## config.mk

```make
export PLATFORM = sky130hd
export DESIGN_NAME = adder_seq_ctrl_flat
export DESIGN_NICKNAME = d
export VERILOG_FILES = /design/src/rtl/adder_seq_ctrl_pkg.sv /design/src/rtl/adder_seq_ctrl_if.sv /design/src/rtl/adder_seq_ctrl_slice.sv /design/src/rtl/adder_seq_ctrl.sv /design/src/flat_wrapper.sv
export SDC_FILE = /design/constraint.sdc
export NUM_CORES = 2
export LEC_CHECK = 0
export ABC_CLOCK_PERIOD_IN_PS = 4900
export CAP_MARGIN = 20
export CORE_AREA = 2 2 607 609
export DETAILED_ROUTE_END_ITERATION = 16
export DIE_AREA = 0 0 609 611
export DONT_BUFFER_PORTS = 1
export PLACE_DENSITY = 0.34
export SLEW_MARGIN = 20
export SYNTH_ARGS = -nofsm -noshare
export SYNTH_HDL_FRONTEND = slang
export SYNTH_SLANG_ARGS = --single-unit
```

## constraint.sdc

```tcl
create_clock -name clock -period 4.9 [get_ports clock]
set_input_delay 0.98 -clock clock [delete_from_list [all_inputs] [get_ports clock]]
set_output_delay 0.98 -clock clock [all_outputs]
set_load 0.01 [all_outputs]
```

## src/rtl/adder_seq_ctrl_pkg.sv

```systemverilog
// Shared types and constants for the multi-cycle wide-adder sequencer.
package adder_seq_pkg;

  typedef enum logic [1:0] {IDLE, RUN, DONE} state_t;

  localparam int DEF_WIDTH = 512;
  localparam int DEF_CHUNK = 64;

  // Width of a counter able to hold 0..value-1; never less than one bit.
  function automatic int clog2(input int value);
    int w;
    w = 1;
    while ((1 << w) < value) w++;
    return w;
  endfunction

endpackage

```

## src/rtl/adder_seq_ctrl_if.sv

```systemverilog
// Request/result handshake bundle between producers, the sequencer and consumers.
interface adder_seq_ctrl_if #(
  parameter int WIDTH = 512
);
  logic             in_valid;
  logic             in_ready;
  logic [WIDTH-1:0] in_a;
  logic [WIDTH-1:0] in_b;
  logic             in_carry;
  logic             out_valid;
  logic             out_ready;
  logic [WIDTH:0]   out_sum;
  logic             busy;

  modport master (
    output in_valid, in_a, in_b, in_carry, out_ready,
    input  in_ready, out_valid, out_sum, busy
  );

  modport slave (
    input  in_valid, in_a, in_b, in_carry, out_ready,
    output in_ready, out_valid, out_sum, busy
  );
endinterface

```

## src/rtl/adder_seq_ctrl_slice.sv

```systemverilog
// Combinational CHUNK-bit slice adder with carry in and carry out.
module adder_slice #(
  parameter int CHUNK = 64
) (
  input  logic [CHUNK-1:0] a,
  input  logic [CHUNK-1:0] b,
  input  logic             carry_in,
  output logic [CHUNK-1:0] sum,
  output logic             carry_out
);

  assign {carry_out, sum} = {1'b0, a} + {1'b0, b} + {{CHUNK{1'b0}}, carry_in};

endmodule

```

## src/rtl/adder_seq_ctrl.sv

```systemverilog
// Wide adder sequencer: latches operands, ripples one shared slice adder over
// BEATS cycles with a registered carry, then holds the result for the consumer.
module adder_seq_ctrl
  import adder_seq_pkg::*;
#(
  parameter int WIDTH = DEF_WIDTH,
  parameter int CHUNK = DEF_CHUNK
) (
  input  logic             clock,
  input  logic             reset,
  adder_seq_ctrl_if.slave  bus
);

  localparam int BEATS  = WIDTH / CHUNK;
  localparam int BEAT_W = clog2(BEATS);
  localparam logic [BEAT_W-1:0] LAST_BEAT = BEAT_W'(BEATS - 1);

  state_t state_reg;
  state_t state_next;

  logic [BEAT_W-1:0] beat_reg;
  logic              carry_reg;
  logic [WIDTH-1:0]  a_reg;
  logic [WIDTH-1:0]  b_reg;
  logic [WIDTH-1:0]  result_reg;

  logic [CHUNK-1:0]  slice_a;
  logic [CHUNK-1:0]  slice_b;
  logic [CHUNK-1:0]  slice_sum;
  logic              slice_carry;
  logic              accept;
  logic              last_beat;

  assign accept    = bus.in_valid && (state_reg == IDLE);
  assign last_beat = (beat_reg == LAST_BEAT);
  assign slice_a   = a_reg[beat_reg*CHUNK +: CHUNK];
  assign slice_b   = b_reg[beat_reg*CHUNK +: CHUNK];

  adder_slice #(.CHUNK(CHUNK)) u_slice (
    .a         (slice_a),
    .b         (slice_b),
    .carry_in  (carry_reg),
    .sum       (slice_sum),
    .carry_out (slice_carry)
  );

  always_ff @(posedge clock) begin
    if (!reset) state_reg <= IDLE;
    else        state_reg <= state_next;
  end

  always_comb begin
    state_next = state_reg;
    case (state_reg)
      IDLE:    if (accept) state_next = RUN;
      RUN:     if (last_beat) state_next = DONE;
      DONE:    if (bus.out_ready) state_next = IDLE;
      default: state_next = IDLE;
    endcase
  end

  always_ff @(posedge clock) begin
    if (!reset) begin
      beat_reg   <= '0;
      carry_reg  <= 1'b0;
      a_reg      <= '0;
      b_reg      <= '0;
      result_reg <= '0;
    end else if (accept) begin
      a_reg     <= bus.in_a;
      b_reg     <= bus.in_b;
      carry_reg <= bus.in_carry;
      beat_reg  <= '0;
    end else if (state_reg == RUN) begin
      result_reg[beat_reg*CHUNK +: CHUNK] <= slice_sum;
      carry_reg <= slice_carry;
      beat_reg  <= last_beat ? '0 : beat_reg + 1'b1;
    end
  end

  // Outputs are gated by reset so nothing is advertised while it is held low.
  assign bus.in_ready  = reset && (state_reg == IDLE);
  assign bus.out_valid = reset && (state_reg == DONE);
  assign bus.busy      = reset && (state_reg != IDLE);
  assign bus.out_sum   = bus.out_valid ? {carry_reg, result_reg} : '0;

endmodule

```

## src/flat_wrapper.sv

```systemverilog
// flat-port wrapper written by rule: the top's interface ports become plain ports
module adder_seq_ctrl_flat import adder_seq_pkg::*;
#(
  parameter int WIDTH = DEF_WIDTH,
  parameter int CHUNK = DEF_CHUNK
)
  (clock, reset, bus_in_valid, bus_in_a, bus_in_b, bus_in_carry, bus_out_ready, bus_in_ready, bus_out_valid, bus_out_sum, bus_busy);
  adder_seq_ctrl_if #(.WIDTH(WIDTH)) bus_i ();
  input  logic clock;
  input  logic reset;
  input wire logic [$bits(bus_i.in_valid)-1:0] bus_in_valid;
  input wire logic [$bits(bus_i.in_a)-1:0] bus_in_a;
  input wire logic [$bits(bus_i.in_b)-1:0] bus_in_b;
  input wire logic [$bits(bus_i.in_carry)-1:0] bus_in_carry;
  input wire logic [$bits(bus_i.out_ready)-1:0] bus_out_ready;
  output wire logic [$bits(bus_i.in_ready)-1:0] bus_in_ready;
  output wire logic [$bits(bus_i.out_valid)-1:0] bus_out_valid;
  output wire logic [$bits(bus_i.out_sum)-1:0] bus_out_sum;
  output wire logic [$bits(bus_i.busy)-1:0] bus_busy;
  assign bus_i.in_valid = bus_in_valid;
  assign bus_i.in_a = bus_in_a;
  assign bus_i.in_b = bus_in_b;
  assign bus_i.in_carry = bus_in_carry;
  assign bus_i.out_ready = bus_out_ready;
  assign bus_in_ready = bus_i.in_ready;
  assign bus_out_valid = bus_i.out_valid;
  assign bus_out_sum = bus_i.out_sum;
  assign bus_busy = bus_i.busy;
  adder_seq_ctrl #(.WIDTH(WIDTH), .CHUNK(CHUNK)) u_core (.clock(clock), .reset(reset), .bus(bus_i));
endmodule
```

==> impl_metrics.json <==
{
  "cp.arrival_ps": 5600,
  "die_w_um": 609,
  "cap_violations": 0,
  "final_common_cell": "nand2_1",
  "die_h_um": 611,
  "cts.clk_slew.worst_paths_ps": 70,
  "grt_pass1_wl_um": 540300,
  "cts_tree": "built",
  "end_kind": "register",
  "critPathKind": "reg -> reg",
  "dp_hpwl_um": 320300,
  "start_util": 0.1865,
  "crit_slowest_cell": "mux4_2",
  "initialDrtViolationCount": 4999,
  "nets": 9680,
  "ant_nets": 0,
  "pre_cts_slack_ps": -479.5,
  "ys_types": 89,
  "register_area_mm2": 0.03088,
  "syn2layout_area_growth_pct": 24.44,
  "antenna_found_initial": 161,
  "hold_path_class": "in -> reg",
  "clk_path_buf_depth": 4,
  "grt_pass1_vias": 60557,
  "coreArea_mm2": 0.3650,
  "layout-drive-gt1-share": 0.1407,
  "dieArea_mm2": 0.3721,
  "multi_input_area_mm2": 0.03530,
  "maxSlewHeadroom": 0.2680,
  "synth_edf_count": 0,
  "min_period_over_period": 0.9757,
  "postLayoutSetupSlackWorst_ps": 119.1,
  "final_cell_mix": "nand2_1 (3069), dfxtp_1 (1539), a21oi_1 (1426), and2_1 (540), buf_4 (345)",
  "finalClockSkew_ps": 85.16,
  "status": "finished clean",
  "root_buffer": "clkbuf_16",
  "grt_use_total": 0.2108,
  "synth_cells": 8578,
  "grt_max_degree": 217,
  "cp_max_fo": 8,
  "crit_family": "simple AND/OR/NAND/NOR gates",
  "syn_area_mm2": 0.06807,
  "synth.avg_cell_area_um2": 7.936,
  "synthFlopType": "dfxtp_1",
  "fmax_mhz": 209.2,
  "report.final.slew_viol_count": 0,
  "io_pins": 1545,
  "portBuffers": 0,
  "finalSetupTns_ps": 0,
  "ctsHoldBuffers": 0,
  "drcViolationCount": 0,
  "via_per_inst": 4.543,
  "critPathLaunchType": "register",
  "cp_cell_sequence": "buf_4 > mux4_2 > nand2_1 > nand2_1 > fa_2 > fa_2 > a211oi_4 > o21ai_2 > buf_4 > a211oi_4 > buf_4 > nor2_1 > nor2_2 > xnor2_4 > buf_12 > nor2b_1 > buf_6 > nand2_1 > o21ai_0 > and2_1",
  "slowest_delay_ps": 560,
  "p_leak_nw": 30.57,
  "routed_wl_um": 410500,
  "crit_required_ps": 5720,
  "worstMarginPinSlew_ps": 1098,
  "cts_buffers": 193,
  "grt_setup_unrepaired": "true",
  "clock_latency_ps": 920,
  "cts.sinks": 1542,
  "place.gp.congestion": 0.8790,
  "ys_warn_count": 0,
  "num_rows": 222,
  "num_vias": 61878,
  "vdd_ir_drop_max_mv": 0.2627,
  "critPathBufInv": 5,
  "drtPass1Iterations": 6,
  "synthArstFlopShare": 0,
  "nFillCells": 40456,
  "hold_ws_ps": 194.2,
  "overflow": 0,
  "yosysSeqAreaShare": 0.4535,
  "hold_viol_final": 0,
  "ys_ff_latch": 1542,
  "period_needed_ps": 4781,
  "syn_nets": 9676,
  "wl_per_cell_um": 30.14,
  "powerDensity_mw_per_mm2": 386.6,
  "setup_violations": 0,
  "htreeDepth": 4
}
==> report_power, final <==
group          total (mW)  leakage [nW]  internal (mW)  switching [mW]
sequential           13.4          12.6           13.1           0.331
clock                14.9          3.16           8.70            6.25
combinational        4.39          14.8           1.50            2.89
==> synth_stat cells (40+ instances only) <==
library cell	n	share of area
clkbuf_1	600	0.033
nor2_1	204	0.011
nand2_1	3087	0.17
and2_1	544	0.050
buf_1	65	0.0036
mux4_2	256	0.085
a21oi_1	1434	0.11
o21ai_1	49	0.0036
nand3_1	124	0.0091
ha_1	67	0.012
dfxtp_1	1542	0.45
o21ai_0	109	0.0080
a22o_1	40	0.0051
==> layer usage <==
metal | track usage | up-vias | share of wire
li1 | - | 28631 | -
met1 | 0.2481 | 30425 | 0.40
met2 | 0.3736 | 2229 | 0.50
met3 | 0.04987 | 523 | 0.068
met4 | 0.06986 | 70 | 0.034
met5 | 0 | - | 0.0011
==> path summary, 6_finish.rpt <==
kind | start | end | slack, ps | depth (start not counted)
worst max-delay path | u_core.beat_reg[0]$_SDFFE_PP0P_ | u_core.result_reg[462]$_SDFFE_PN0P_ | 120 | 20
worst min-delay path | bus_in_a[259] | u_core.a_reg[259]$_SDFFE_PN0P_ | 190 | 2
worst max register to register | u_core.beat_reg[0]$_SDFFE_PP0P_ | u_core.result_reg[462]$_SDFFE_PN0P_ | 120 | 20
worst min register to register | u_core.result_reg[324]$_SDFFE_PN0P_ | u_core.result_reg[324]$_SDFFE_PN0P_ | 450 | 2
==> through the flow <==
step           area (um^2)    util  instances  power [mW]
2_1_floorplan        68080       -       8578       15.57
3_3_place_gp         77230  0.2116      13168       18.06
3_5_place_dp         77230  0.2116      13168       18.09
4_1_cts              83900  0.2299      13517       33.21
5_1_grt              84600  0.2318      13580       33.94
6_report             84710  0.2321      13622       32.75
==> cells by family after synthesis <==
family,count (synthesis),share of synthesized area
buf+inv,718,0.04036
flops,1542,0.4535
fa+ha+maj,69,0.01290
mux,259,0.08516
compound gates,1790,0.1420
simple gates,4147,0.2584
xor+xnor,53,0.007646
==> timing repair <==
item,4_1_cts,5_1_grt
gates resized for setup,29,73
setup buffers,7,25
gates cloned,0,2
setup endpoints to repair,244,257
pin swaps,4,10
==> layout make-up <==
| type | count | share of cell area |
|---|---|---|
| timing repair buffer | 502 | 0.06768 |
| multi-input combinational | 6318 | 0.4167 |
| tap | 4816 | 0.07114 |
| antenna | 77 | 0.002275 |
| clock buffer | 280 | 0.06622 |
| clock inverter | 62 | 0.01012 |
| inverter | 25 | 0.001256 |
| sequential | 1542 | 0.3646 |
Note: power is estimated with default switching activity, not from simulation.
